$ cat src/rtl/jac1_regval_uart_tx_pkg.sv
// Shared definitions for the JAC1 register-value UART tracer:
// tx FSM state encodings, the idle line level and the default bit period.
package jac1_regval_uart_tx_pkg;

   typedef enum logic [2:0] {
      TX_IDLE   = 3'd0,
      TX_START  = 3'd1,
      TX_DATA   = 3'd2,
      TX_PARITY = 3'd3,
      TX_STOP   = 3'd4
   } tx_state_e;

   localparam logic UART_IDLE_LVL    = 1'b1;
   localparam int   DEF_CLKS_PER_BIT = 16;

   function automatic int level_width(input int depth);
      return $clog2(depth) + 1;
   endfunction

endpackage

$ cat src/rtl/jac1_regval_uart_tx_fifo.sv
// Capture FIFO: synchronous reset, first-word fall-through (dout shows the head
// whenever empty=0). A push into a full FIFO is accepted only alongside a pop.
module jac1_sync_fifo
   import jac1_regval_uart_tx_pkg::*;
#(
   parameter int DataWidth  = 8,
   parameter int FIFO_DEPTH = 4
) (
   input  logic                          clk,
   input  logic                          sys_res,
   input  logic                          push,
   input  logic                          pop,
   input  logic [DataWidth-1:0]          din,
   output logic [DataWidth-1:0]          dout,
   output logic                          full,
   output logic                          empty,
   output logic [$clog2(FIFO_DEPTH):0]   level
);

   localparam int PW = $clog2(FIFO_DEPTH);
   localparam int LW = level_width(FIFO_DEPTH);

   logic [DataWidth-1:0] mem [FIFO_DEPTH];
   logic [PW-1:0]        wr_ptr;
   logic [PW-1:0]        rd_ptr;
   logic                 do_push;
   logic                 do_pop;

   assign full    = (level == LW'(FIFO_DEPTH));
   assign empty   = (level == '0);
   assign do_pop  = pop & ~empty;
   assign do_push = push & (~full | do_pop);
   assign dout    = mem[rd_ptr];

   always_ff @(posedge clk) begin
      if (sys_res) begin
         wr_ptr <= '0;
         rd_ptr <= '0;
         level  <= '0;
      end else begin
         if (do_push) wr_ptr <= wr_ptr + 1'b1;
         if (do_pop)  rd_ptr <= rd_ptr + 1'b1;
         case ({do_push, do_pop})
            2'b10:   level <= level + 1'b1;
            2'b01:   level <= level - 1'b1;
            default: level <= level;
         endcase
      end
   end

   // Storage needs no reset; pointers define what is valid.
   always_ff @(posedge clk) begin
      if (do_push) mem[wr_ptr] <= din;
   end

endmodule

$ cat src/rtl/jac1_regval_uart_tx.sv
// Traces JAC1 reg_val changes out as UART frames (8N1, or 8E1 when
// JAC1_TX_PARITY_EN is defined). Holds the change detector, baud counter and tx FSM.
module jac1_regval_uart_tx
   import jac1_regval_uart_tx_pkg::*;
#(
   parameter int DataWidth    = 8,
   parameter int CLKS_PER_BIT = DEF_CLKS_PER_BIT,
   parameter int FIFO_DEPTH   = 4
) (
   input  logic                          clk,
   input  logic                          sys_res,
   input  logic [DataWidth-1:0]          reg_val,
   input  logic                          cap_en,
   output logic                          tx,
   output logic                          busy,
   output logic                          overflow,
   output logic [$clog2(FIFO_DEPTH):0]   fifo_level
);

   localparam int CW = $clog2(CLKS_PER_BIT);
   localparam int BW = (DataWidth > 1) ? $clog2(DataWidth) : 1;
   localparam logic [CW-1:0] CNT_LOAD = CW'(CLKS_PER_BIT - 1);
   localparam logic [BW-1:0] LAST_BIT = BW'(DataWidth - 1);

   // change detector
   logic [DataWidth-1:0] last_val;
   logic                 seen;
   logic                 cap;
   logic                 ovf_q;

   // fifo interface
   logic                 pop;
   logic                 fifo_full;
   logic                 fifo_empty;
   logic [DataWidth-1:0] fifo_dout;

   // tx FSM
   tx_state_e            state, state_nxt;
   logic [CW-1:0]        cnt, cnt_nxt;
   logic [BW-1:0]        bit_idx, bit_nxt;
   logic [DataWidth-1:0] shreg, sh_nxt;
   logic                 tx_q, tx_nxt;
   logic                 load;
   logic                 bit_end;
`ifdef JAC1_TX_PARITY_EN
   logic                 par, par_nxt;
`endif

   assign cap = cap_en & (~seen | (reg_val != last_val));

   always_ff @(posedge clk) begin
      if (sys_res) begin
         last_val <= '0;
         seen     <= 1'b0;
         ovf_q    <= 1'b0;
      end else if (cap) begin
         // last_val follows even a dropped sample so it is never retried
         last_val <= reg_val;
         seen     <= 1'b1;
         if (fifo_full & ~pop) ovf_q <= 1'b1;
      end
   end

   jac1_sync_fifo #(
      .DataWidth  (DataWidth),
      .FIFO_DEPTH (FIFO_DEPTH)
   ) u_fifo (
      .clk     (clk),
      .sys_res (sys_res),
      .push    (cap),
      .pop     (pop),
      .din     (reg_val),
      .dout    (fifo_dout),
      .full    (fifo_full),
      .empty   (fifo_empty),
      .level   (fifo_level)
   );

   assign bit_end = (cnt == '0);

   always_comb begin
      state_nxt = state;
      cnt_nxt   = cnt;
      bit_nxt   = bit_idx;
      sh_nxt    = shreg;
      tx_nxt    = tx_q;
      load      = 1'b0;
`ifdef JAC1_TX_PARITY_EN
      par_nxt   = par;
`endif
      if (state != TX_IDLE && !bit_end) begin
         cnt_nxt = cnt - 1'b1;
      end else begin
         case (state)
            TX_IDLE: begin
               tx_nxt = UART_IDLE_LVL;
               load   = ~fifo_empty;
            end
            TX_START: begin
               state_nxt = TX_DATA;
               tx_nxt    = shreg[0];
               bit_nxt   = '0;
               cnt_nxt   = CNT_LOAD;
            end
            TX_DATA: begin
               cnt_nxt = CNT_LOAD;
               if (bit_idx == LAST_BIT) begin
`ifdef JAC1_TX_PARITY_EN
                  state_nxt = TX_PARITY;
                  tx_nxt    = par;
`else
                  state_nxt = TX_STOP;
                  tx_nxt    = UART_IDLE_LVL;
`endif
               end else begin
                  bit_nxt = bit_idx + 1'b1;
                  sh_nxt  = shreg >> 1;
                  tx_nxt  = shreg[1];
               end
            end
            TX_PARITY: begin
               state_nxt = TX_STOP;
               tx_nxt    = UART_IDLE_LVL;
               cnt_nxt   = CNT_LOAD;
            end
            TX_STOP: begin
               // chain straight into the next frame when data is waiting
               state_nxt = TX_IDLE;
               tx_nxt    = UART_IDLE_LVL;
               load      = ~fifo_empty;
            end
            default: begin
               state_nxt = TX_IDLE;
               tx_nxt    = UART_IDLE_LVL;
            end
         endcase
      end
      if (load) begin
         state_nxt = TX_START;
         sh_nxt    = fifo_dout;
         tx_nxt    = 1'b0;
         cnt_nxt   = CNT_LOAD;
`ifdef JAC1_TX_PARITY_EN
         par_nxt   = ^fifo_dout;
`endif
      end
   end

   assign pop = load;

   always_ff @(posedge clk) begin
      if (sys_res) begin
         state   <= TX_IDLE;
         cnt     <= '0;
         bit_idx <= '0;
         shreg   <= '0;
         tx_q    <= UART_IDLE_LVL;
`ifdef JAC1_TX_PARITY_EN
         par     <= 1'b0;
`endif
      end else begin
         state   <= state_nxt;
         cnt     <= cnt_nxt;
         bit_idx <= bit_nxt;
         shreg   <= sh_nxt;
         tx_q    <= tx_nxt;
`ifdef JAC1_TX_PARITY_EN
         par     <= par_nxt;
`endif
      end
   end

   assign tx       = tx_q;
   assign overflow = ovf_q;
   assign busy     = (state != TX_IDLE) | (fifo_level != '0);

endmodule
$ cat config.mk
export PLATFORM = sky130hd
export DESIGN_NAME = jac1_regval_uart_tx
export DESIGN_NICKNAME = d
export VERILOG_FILES = /design/src/rtl/jac1_regval_uart_tx_pkg.sv /design/src/rtl/jac1_regval_uart_tx_fifo.sv /design/src/rtl/jac1_regval_uart_tx.sv
export SDC_FILE = /design/constraint.sdc
export NUM_CORES = 1
export LEC_CHECK = 0
export ABC_AREA = 1
export BUFFER_PORTS_ARGS = -buffer_cell sky130_fd_sc_hd__buf_2
export CAP_MARGIN = 20
export CORE_MARGIN = 2
export CORE_UTILIZATION = 35
export DETAILED_ROUTE_END_ITERATION = 10
export GPL_ROUTABILITY_DRIVEN = 0
export GPL_TIMING_DRIVEN = 0
export PLACE_DENSITY = 0.62
export SLEW_MARGIN = 0
export SYNTH_ARGS = -nofsm -noshare
export SYNTH_HDL_FRONTEND = slang
export SYNTH_SLANG_ARGS = --single-unit
$ cat constraint.sdc
create_clock -name clk -period 2.1 [get_ports clk]
set_input_delay 0.315 -clock clk [delete_from_list [all_inputs] [get_ports clk]]
set_output_delay 0.315 -clock clk [all_outputs]
set_load 0.03 [all_outputs]
==> results.json, run 1 <==
{
  "outcome": "finished clean",
  "ant_nets": 0,
  "cts.sinks": 70,
  "synth_seq_area_share": 0.562,
  "hold_buffers": 0,
  "max_freq_mhz": 511,
  "clock_skew_ns": 0.0126,
  "post-dp-hpwl_mm": 4.38,
  "p_int_mw": 2.79,
  "synth_top_area_cell": "edfxtp_1",
  "synth_fa_ha_area_frac": 0.0351,
  "die_w_um": 97.5,
  "fill_cells": 876,
  "finalSetupViolCount": 0,
  "post-route-util": 0.409,
  "p_clk_frac": 0.194,
  "worst_pin_slew_ns": 0.558,
  "route.detailed.drc": 0,
  "synth_cells": 335,
  "syn_area_per_cell_sq_um": 9.14,
  "root_buffer": "clkbuf_8",
  "cp.required_ns": 2.34,
  "maxSlewHeadroom": 0.628,
  "vias": 2302,
  "dpl_cell_area_sq_um": 3280,
  "antenna_found_initial": 0,
  "via_per_inst": 4.82,
  "drt_wl_total_mm": 6.24,
  "grt_pass1_wl_mm": 10.7,
  "htreeDepth": 3,
  "synth-compound-area-share": 0.152,
  "synth_simple_gate_area_frac": 0.167,
  "cp_max_fo": 6,
  "leakagePower_nw": 1.44,
  "p_sw_mw": 1.96,
  "synth_cell_types": 35,
  "synth_top_cells_by_area": "edfxtp_1 31%, dfxtp_1 25%, nand2_1 6.5%, inv_1 5.3%, a21oi_1 4.7%",
  "cts_buffer_depth": 2,
  "final_common_cell": "nand2_1",
  "vdd_drop_max_mv": 0.796,
  "dp_slack_ns": -0.254,
  "grt-ovfl-total": 0,
  "core_sq_um": 8590,
  "cp-end-kind": "flip-flop",
  "report.power.total_mw": 4.76,
  "synthMuxAreaShare": 0,
  "syn_nets": 354,
  "seq_power_share": 0.395,
  "setup_ws_ns": 0.144,
  "ys_ff_latch": 70,
  "postSynth.asyncResetShare": 0,
  "drt_iter0_drc": 128,
  "hold_ws_ns": 0.242,
  "finalCriticalPeriod_ns": 1.96,
  "synth_edf_count": 32,
  "layout-drive-gt1-share": 0.186,
  "cts_tree": "done",
  "dp_cells": 459,
  "hp-class": "input port to flip-flop",
  "startpoint_type": "flip-flop",
  "row_count": 34,
  "routedWlPerCell_um": 13.0,
  "grt_setup_unrepaired": "no",
  "grt_pass1_vias": 2317,
  "synth_top_family_by_area": "simple AND/OR/NAND/NOR gates",
  "cp.arrival_ns": 2.20,
  "insertion_delay_ns": 0.35,
  "fin_cells": 478,
  "ioPinCount": 17,
  "fin_crit_sh": 0.932,
  "clkTransAtPathRegs_ns": 0.07,
  "grt_max_degree": 13,
  "first_pass_iters": 4,
  "drv_cap": 0,
  "n_antenna_cell": 0,
  "power_density_nw_per_um2": 1350,
  "switching_share": 0.413,
  "synth-xor-area-share": 0.00572,
  "port-buffer-count": 16,
  "cts_buffers": 9,
  "track_usage": 0.144,
  "final_area_sq_um": 3510,
  "synthToLayoutAreaGrowth_pct": 14.8,
  "report.final.hold_viol_count": 0,
  "die_h_um": 97.5,
  "synthFlopType": "dfxtp_1",
  "finalMaxSlewViolations": 0,
  "crit_type": "flip-flop to flip-flop",
  "start_util": 0.356,
  "nets": 384,
  "layout_common_cells": "51 x nand2_1, 42 x inv_1, 37 x dfxtp_1",
  "synth.top_cell.area_share": 0.314,
  "p_comb_frac": 0.410,
  "syn-cell-area_sq_um": 3060,
  "dieArea_sq_um": 9510,
  "fin_tns_setup_ns": 0,
  "synth_warnings": 0
}
-- power groups by stage --
stage	Sequential, mW	Clock [mW]	Combinational (mW)
6_report	1.88	0.924	1.95
5_1_grt	1.91	1.01	2.23
4_1_cts	1.87	0.947	1.89
3_5_place_dp	1.90	0	1.83
3_3_place_gp	1.89	0	1.81
2_1_floorplan	1.92	0	1.36
-- metal layers --
layer / up-vias / wire, um / GRT usage
li1: 1184 / - / -
met1: 1088 / 2930 / 0.176
met3: 6 / 129 / 0.0324
met2: 24 / 3090 / 0.244
met5: - / 0 / 0
met4: 0 / 84 / 0.0630
-- registers in the layout, summed over array words and instances (netlist names), 2 cells and up, named ones only --
register / flops
u_fifo.mem: 32
cnt: 4
u_fifo.level: 3
bit_idx: 3
shreg: 8
u_fifo.wr_ptr: 2
last_val: 8
u_fifo.rd_ptr: 2
state: 3
-- worst max-delay path: stages (launching register included) --
cell	delay (ns)
dfxtp_2	0.33
inv_2	0.06
ha_1	0.16
inv_1	0.07
nor2_4	0.10
nand2_2	0.07
nand2_4	0.11
inv_4	0.07
nor2_8	0.12
nand2_4	0.07
fa_2	0.35
inv_1	0.06
nand2_1	0.04
nand2_1	0.07
nand3_1	0.07
nand2_1	0.07
nor2_1	0.04
-- cells by family after synthesis --
kind of cell	after synthesis
and+or+nand+nor	112
AOI/OAI and AO/OA	83
DFF	70
buffers and inverters	60
adders and majority gates	8
xor gates and xnor gates	2
-- synth_stat cells, types with 5 or more instances --
master and n:
ha_1 7, o211ai_1 5, nand2_1 53, inv_2 5
edfxtp_1 32, dfxtp_1 38, o21ai_1 6, o22ai_1 6
o21ai_0 29, nor2_1 25, inv_1 43, nand3_1 17
clkbuf_1 6, a21oi_1 29
-- timing repair --
| action | in CTS | in global routing |
|---|---|---|
| pin swaps | 1 | 2 |
| setup buffers | 1 | 2 |
| gates resized for setup | 6 | 9 |
| setup endpoints to repair | 33 | 35 |
-- final cells by class --
class | instances | area (sq um) | area share
buffer | 9 | 40.0 | 0.0114
clock buffer | 9 | 124 | 0.0353
clock inverter | 7 | 41.3 | 0.0118
inverter | 51 | 198 | 0.0563
multi-input combinational | 205 | 1150 | 0.327
sequential | 70 | 1720 | 0.490
tap | 108 | 135 | 0.0385
timing repair buffer | 19 | 103 | 0.0292
-- worst paths after layout --
check	start	to	slack (ns)	cells past startpoint
worst max-delay path	cnt[0]	u_fifo.level[2]	0.14	16
worst min-delay path	reg_val[6]	u_fifo.mem[2][6]	0.24	1
worst max register to register	cnt[0]	u_fifo.level[2]	0.14	16
worst min register to register	cnt[0]	cnt[0]	0.44	1
(Power assumes the default switching activity.)
==> run 2, diff against run 1 <==
- GPL_TIMING_DRIVEN: 0 -> not set
==> run 2 against run 1 <==
Net effect: final cell count is 1.0% higher; sequential cell count is the same; sequential power about the same; combinational power rose by 7%; die area unchanged; largest power group unchanged; utilization rose by 1.1 points; critical path depth is the same.
==> results.json, run 2 (synthesis results as in run 1) <==
{
  "vdd_drop_max_mv": 0.714,
  "multi_input_area_sq_um": 1140,
  "largest_register_ffs": 32,
  "r2r_start": "cnt[0]",
  "n_antenna_cell": 0,
  "antenna_found_initial": 0,
  "reg2reg_depth": 16,
  "report.final.hold_viol_count": 0,
  "r2r-end": "u_fifo.level[2]",
  "outcome": "finished clean",
  "crit_type": "flip-flop to flip-flop",
  "route.detailed.drc": 0,
  "setup_ws_ns": 0.130,
  "post-dp-hpwl_mm": 4.35,
  "min_delay_path_depth": 1,
  "grt_pass1_vias": 2206,
  "clock_skew_ns": 0.00966,
  "drv_cap": 0,
  "cts_buffer_depth": 2,
  "dieArea_sq_um": 9510,
  "largest-register": "u_fifo.mem",
  "grt-ovfl-total": 0,
  "fin_crit_sh": 0.938,
  "finalCriticalPeriod_ns": 1.97,
  "cts_tree": "done",
  "ant_nets": 0,
  "cp.required_ns": 2.33,
  "drt_wl_total_mm": 6.27,
  "clkTransAtPathRegs_ns": 0.08,
  "cp.arrival_ns": 2.20,
  "port-buffer-count": 16,
  "cp_max_fo": 5,
  "nets": 389,
  "startpoint_type": "flip-flop",
  "first_pass_iters": 4,
  "htreeDepth": 3,
  "fill_cells": 871,
  "finalMaxSlewViolations": 0,
  "hold_buffers": 0,
  "ioPinCount": 17,
  "reg.largest.list": "u_fifo.mem (32), last_val (8), shreg (8)",
  "root_buffer": "clkbuf_8",
  "track_usage": 0.133,
  "max_freq_mhz": 508,
  "cp-end-kind": "flip-flop",
  "ff2ff_setup_slack_ns": 0.13,
  "p_clk_frac": 0.225,
  "holdPathEnd": "u_fifo.mem[0][1]",
  "routedWlPerCell_um": 13.0,
  "insertion_delay_ns": 0.34,
  "regArea_sq_um": 1720,
  "layout-drive-gt1-share": 0.195,
  "row_count": 34,
  "final_common_cell": "nand2_1",
  "grt_max_degree": 20,
  "hold_ws_ns": 0.247,
  "switching_share": 0.388,
  "via_per_inst": 4.84,
  "layout_common_cells": "51 x nand2_1, 42 x inv_1, 37 x dfxtp_1",
  "p_sw_mw": 1.98,
  "finalSetupViolCount": 0,
  "core_sq_um": 8590,
  "hp-class": "input port to flip-flop",
  "cts.sinks": 70,
  "worstHoldStart": "reg_val[1]",
  "worst_pin_slew_ns": 0.389,
  "die_w_um": 97.5,
  "dp_slack_ns": 0.0106,
  "die_h_um": 97.5,
  "maxSlewHeadroom": 0.740,
  "grt_pass1_wl_mm": 10.2,
  "synthToLayoutAreaGrowth_pct": 17.9,
  "p_comb_frac": 0.408,
  "drt_iter0_drc": 114,
  "p_int_mw": 3.12,
  "cts_buffers": 9,
  "seq_power_share": 0.367,
  "vias": 2338,
  "start_util": 0.356,
  "power_density_nw_per_um2": 1410,
  "fin_tns_setup_ns": 0,
  "leakagePower_nw": 1.50
}
## run 2: worst max-delay path, stage by stage (launching register included)
cell     delay (ns)
dfxtp_2        0.33
inv_2          0.09
ha_4           0.14
inv_1          0.06
nor2_4         0.13
nand2_2        0.07
nand2_4        0.10
inv_4          0.06
nor2_8         0.09
nand2_4        0.07
fa_2           0.36
inv_1          0.06
nand2_1        0.05
nand2_1        0.08
nand3_1        0.08
nand2_1        0.07
nor2_1         0.04
## run 2: final cells by class
| class | count | share of cell area |
|---|---|---|
| tap | 108 | 0.0374 |
| sequential | 70 | 0.477 |
| inverter | 51 | 0.0548 |
| clock inverter | 4 | 0.0201 |
| clock buffer | 12 | 0.0374 |
| timing repair buffer | 33 | 0.0576 |
| multi-input combinational | 205 | 0.315 |
## run 2: through the flow
step / power, mW / cells / cell area, sq um / util
6_report: 5.10 / 483 / 3610 / 0.420
5_1_grt: 5.46 / 483 / 3610 / 0.420
4_1_cts: 4.96 / 476 / 3520 / 0.410
3_5_place_dp: 3.79 / 460 / 3310 / 0.385
3_3_place_gp: 3.76 / 460 / 3310 / 0.385
2_1_floorplan: 3.28 / 335 / 3060 / -
## run 2: how the worst max path moves through the flow
| stage | end | start | depth (start not counted) | slack [ns] |
|---|---|---|---|---|
| finish | u_fifo.level[2] | cnt[0] | 16 | 0.13 |
| CTS | u_fifo.level[2] | cnt[0] | 16 | 0.03 |
| global route | u_fifo.level[2] | cnt[0] | 16 | -0.02 |
| global placement | u_fifo.level[2] | cnt[0] | 16 | 0.12 |
| floorplan | u_fifo.level[2] | cnt[0] | 16 | 0.09 |
| detailed placement | u_fifo.level[2] | cnt[0] | 16 | 0.01 |
## run 2: what timing repair did
action / 4_1_cts / 5_1_grt
hold endpoints to repair: 0 / 0
pin swaps: 0 / 5
setup endpoints to repair: 1 / 39
resized for setup: 1 / 9
buffers inserted: 0 / 7
## run 2: layer usage
metal  up-vias  routed length [um]  track usage
met4         0                 176       0.0726
met5         -                   0            0
met2        39                3040        0.215
met1      1093                2850        0.170
li1       1190                   -            -
met3        16                 207       0.0237
## run 2: power by group through the flow
stage / sequential [mW] / clock, mW / combinational [mW]
after floorplan: 1.92 / 0 / 1.36
after global placement: 1.89 / 0 / 1.87
after detailed placement: 1.89 / 0 / 1.90
after CTS: 1.86 / 1.17 / 1.92
after global routing: 1.90 / 1.23 / 2.33
final: 1.87 / 1.15 / 2.08
==> run 3, diff against run 2 <==
==> constraint.sdc (replaced) <==
create_clock -name clk -period 2.1 [get_ports clk]
set_input_delay 0.21 -clock clk [delete_from_list [all_inputs] [get_ports clk]]
set_output_delay 0.21 -clock clk [all_outputs]
set_load 0.03 [all_outputs]
==> run 3 against run 2 <==
Net effect: worst setup slack gained 0.025 ns; register-to-register slack gained 0.02 ns; non-clock buffer count shrank 8; die area is the same; clock skew is essentially flat; sequential share of layout area grew 1.3 points; final cell count shrank 1.7%; clock-buffer cell count shrank 3; fmax grew 1.3%; global-route usage grew 1.1 points; combinational power shrank 8%; sequential power is essentially flat.
==> results.json, run 3 (synthesis results as in run 1) <==
{
  "seq_power_share": 0.387,
  "cts_tree": "done",
  "max_freq_mhz": 514,
  "drv_cap": 0,
  "drt_iter0_drc": 181,
  "worst_pin_slew_ns": 0.444,
  "vias": 2288,
  "finalSetupViolCount": 0,
  "layout-drive-gt1-share": 0.188,
  "clock_skew_ns": 0.00945,
  "startpoint_type": "flip-flop",
  "reg.largest.list": "u_fifo.mem (32), last_val (8), shreg (8)",
  "die_h_um": 97.5,
  "fin_crit_sh": 0.926,
  "dpl_cell_area_sq_um": 3300,
  "nets": 381,
  "cp-end-kind": "flip-flop",
  "first_pass_iters": 4,
  "grt_pass1_vias": 2203,
  "final_common_cell": "nand2_1",
  "hp-class": "input port to flip-flop",
  "cts.sinks": 70,
  "row_count": 34,
  "grt-ovfl-total": 0,
  "root_buffer": "clkbuf_8",
  "finalMaxSlewViolations": 0,
  "hold_buffers": 0,
  "post_cts_buffers": 0,
  "n_antenna_cell": 0,
  "die_w_um": 97.5,
  "routedWlPerCell_um": 13.5,
  "cp.arrival_ns": 2.18,
  "p_clk_frac": 0.216,
  "outcome": "finished clean",
  "p_sw_mw": 1.94,
  "power_density_nw_per_um2": 1380,
  "track_usage": 0.144,
  "finalCriticalPeriod_ns": 1.95,
  "grt_setup_unrepaired": "no",
  "cts_buffer_depth": 2,
  "insertion_delay_ns": 0.34,
  "grt_max_degree": 27,
  "largest-register": "u_fifo.mem",
  "leakagePower_nw": 1.45,
  "p_comb_frac": 0.397,
  "cts_buffers": 9,
  "synthToLayoutAreaGrowth_pct": 14.6,
  "post-route-util": 0.408,
  "layout_common_cells": "52 x nand2_1, 42 x inv_1, 38 x dfxtp_1",
  "route.detailed.drc": 0,
  "maxSlewHeadroom": 0.704,
  "largest_register_ffs": 32,
  "cp.required_ns": 2.34,
  "report.final.hold_viol_count": 0,
  "vdd_drop_max_mv": 0.807,
  "grt_pass1_wl_mm": 10.8,
  "switching_share": 0.402,
  "port-buffer-count": 16,
  "ioPinCount": 17,
  "cp_max_fo": 4,
  "core_sq_um": 8590,
  "via_per_inst": 4.82,
  "final_area_sq_um": 3510,
  "p_int_mw": 2.89,
  "drt_wl_total_mm": 6.40,
  "dieArea_sq_um": 9510,
  "crit_type": "flip-flop to flip-flop",
  "start_util": 0.356,
  "htreeDepth": 3,
  "antenna_found_initial": 0,
  "clkTransAtPathRegs_ns": 0.08,
  "post-dp-hpwl_mm": 4.53,
  "ant_nets": 0
}
[run 3: cell types whose count changed in the layout (fill, tap and decap cells not counted), sizes merged]
| cell | before | now |
|---|---|---|
| bufinv | 2 | 1 |
| buf | 33 | 25 |
| clkbuf | 12 | 9 |
| clkinvlp | 0 | 1 |
| clkinv | 3 | 6 |
[run 3: final cells by class]
type                    instances  area [sq um]
clock buffers                   9           124
clock inverters                 7          65.1
fillers                       878          5080
inverters                      51           198
multi-input cells             205          1120
flip-flops and latches         70          1720
well taps                     108           135
repair buffers                 25           148
[run 3: worst paths after layout]
check,slack [ns],start,end,cells past startpoint
max reg2reg,0.15,cnt[0],u_fifo.level[2],16
min,0.13,reg_val[0],u_fifo.mem[2][0],1
max,0.15,cnt[0],u_fifo.level[2],16
min reg2reg,0.45,last_val[0],last_val[0],2
[run 3: through the flow]
step	worst slack, ns	cells	hold slack (ns)	TNS [ns]	power (mW)
floorplan	0.0860	335	0.309	0	3.28
global route	0.00397	475	0.137	0	5.20
global placement	0.0603	459	0.437	0	3.77
CTS	0.0235	475	0.121	0	4.87
detailed placement	-0.0201	459	0.446	-0.163	3.81
finish	0.155	475	0.135	0	4.83
[run 3: layer usage]
layer  up-vias  share of wire  track usage
met5         -              0            0
met1      1064           0.47        0.179
met4         0          0.024       0.0855
met3        11          0.020       0.0209
li1       1176              -            -
met2        37           0.49        0.238
[run 3: timing repair]
| item | in CTS | in global routing |
|---|---|---|
| resized for setup | 3 | 4 |
| gates cloned | 0 | 0 |
| hold endpoints to repair | 0 | 0 |
| endpoints found under the setup margin | 16 | 9 |
[run 3: power groups by stage]
| stage | registers, mW | clock network (mW) | logic, mW |
|---|---|---|---|
| global route | 1.91 | 1.12 | 2.17 |
| detailed placement | 1.90 | 0 | 1.91 |
| floorplan | 1.92 | 0 | 1.36 |
| CTS | 1.87 | 1.07 | 1.93 |
| global placement | 1.89 | 0 | 1.88 |
| finish | 1.87 | 1.05 | 1.92 |
[run 3: critical path, stage by stage (launching register included)]
cell     delay [ns]
dfxtp_1        0.33
inv_2          0.07
ha_1           0.16
inv_1          0.05
nor2_2         0.11
nand2_1        0.10
nand2_4        0.08
inv_4          0.05
nor2_8         0.12
nand2_2        0.10
fa_2           0.35
inv_1          0.06
nand2_1        0.04
nand2_1        0.07
nand3_1        0.06
nand2_1        0.06
nor2_1         0.04
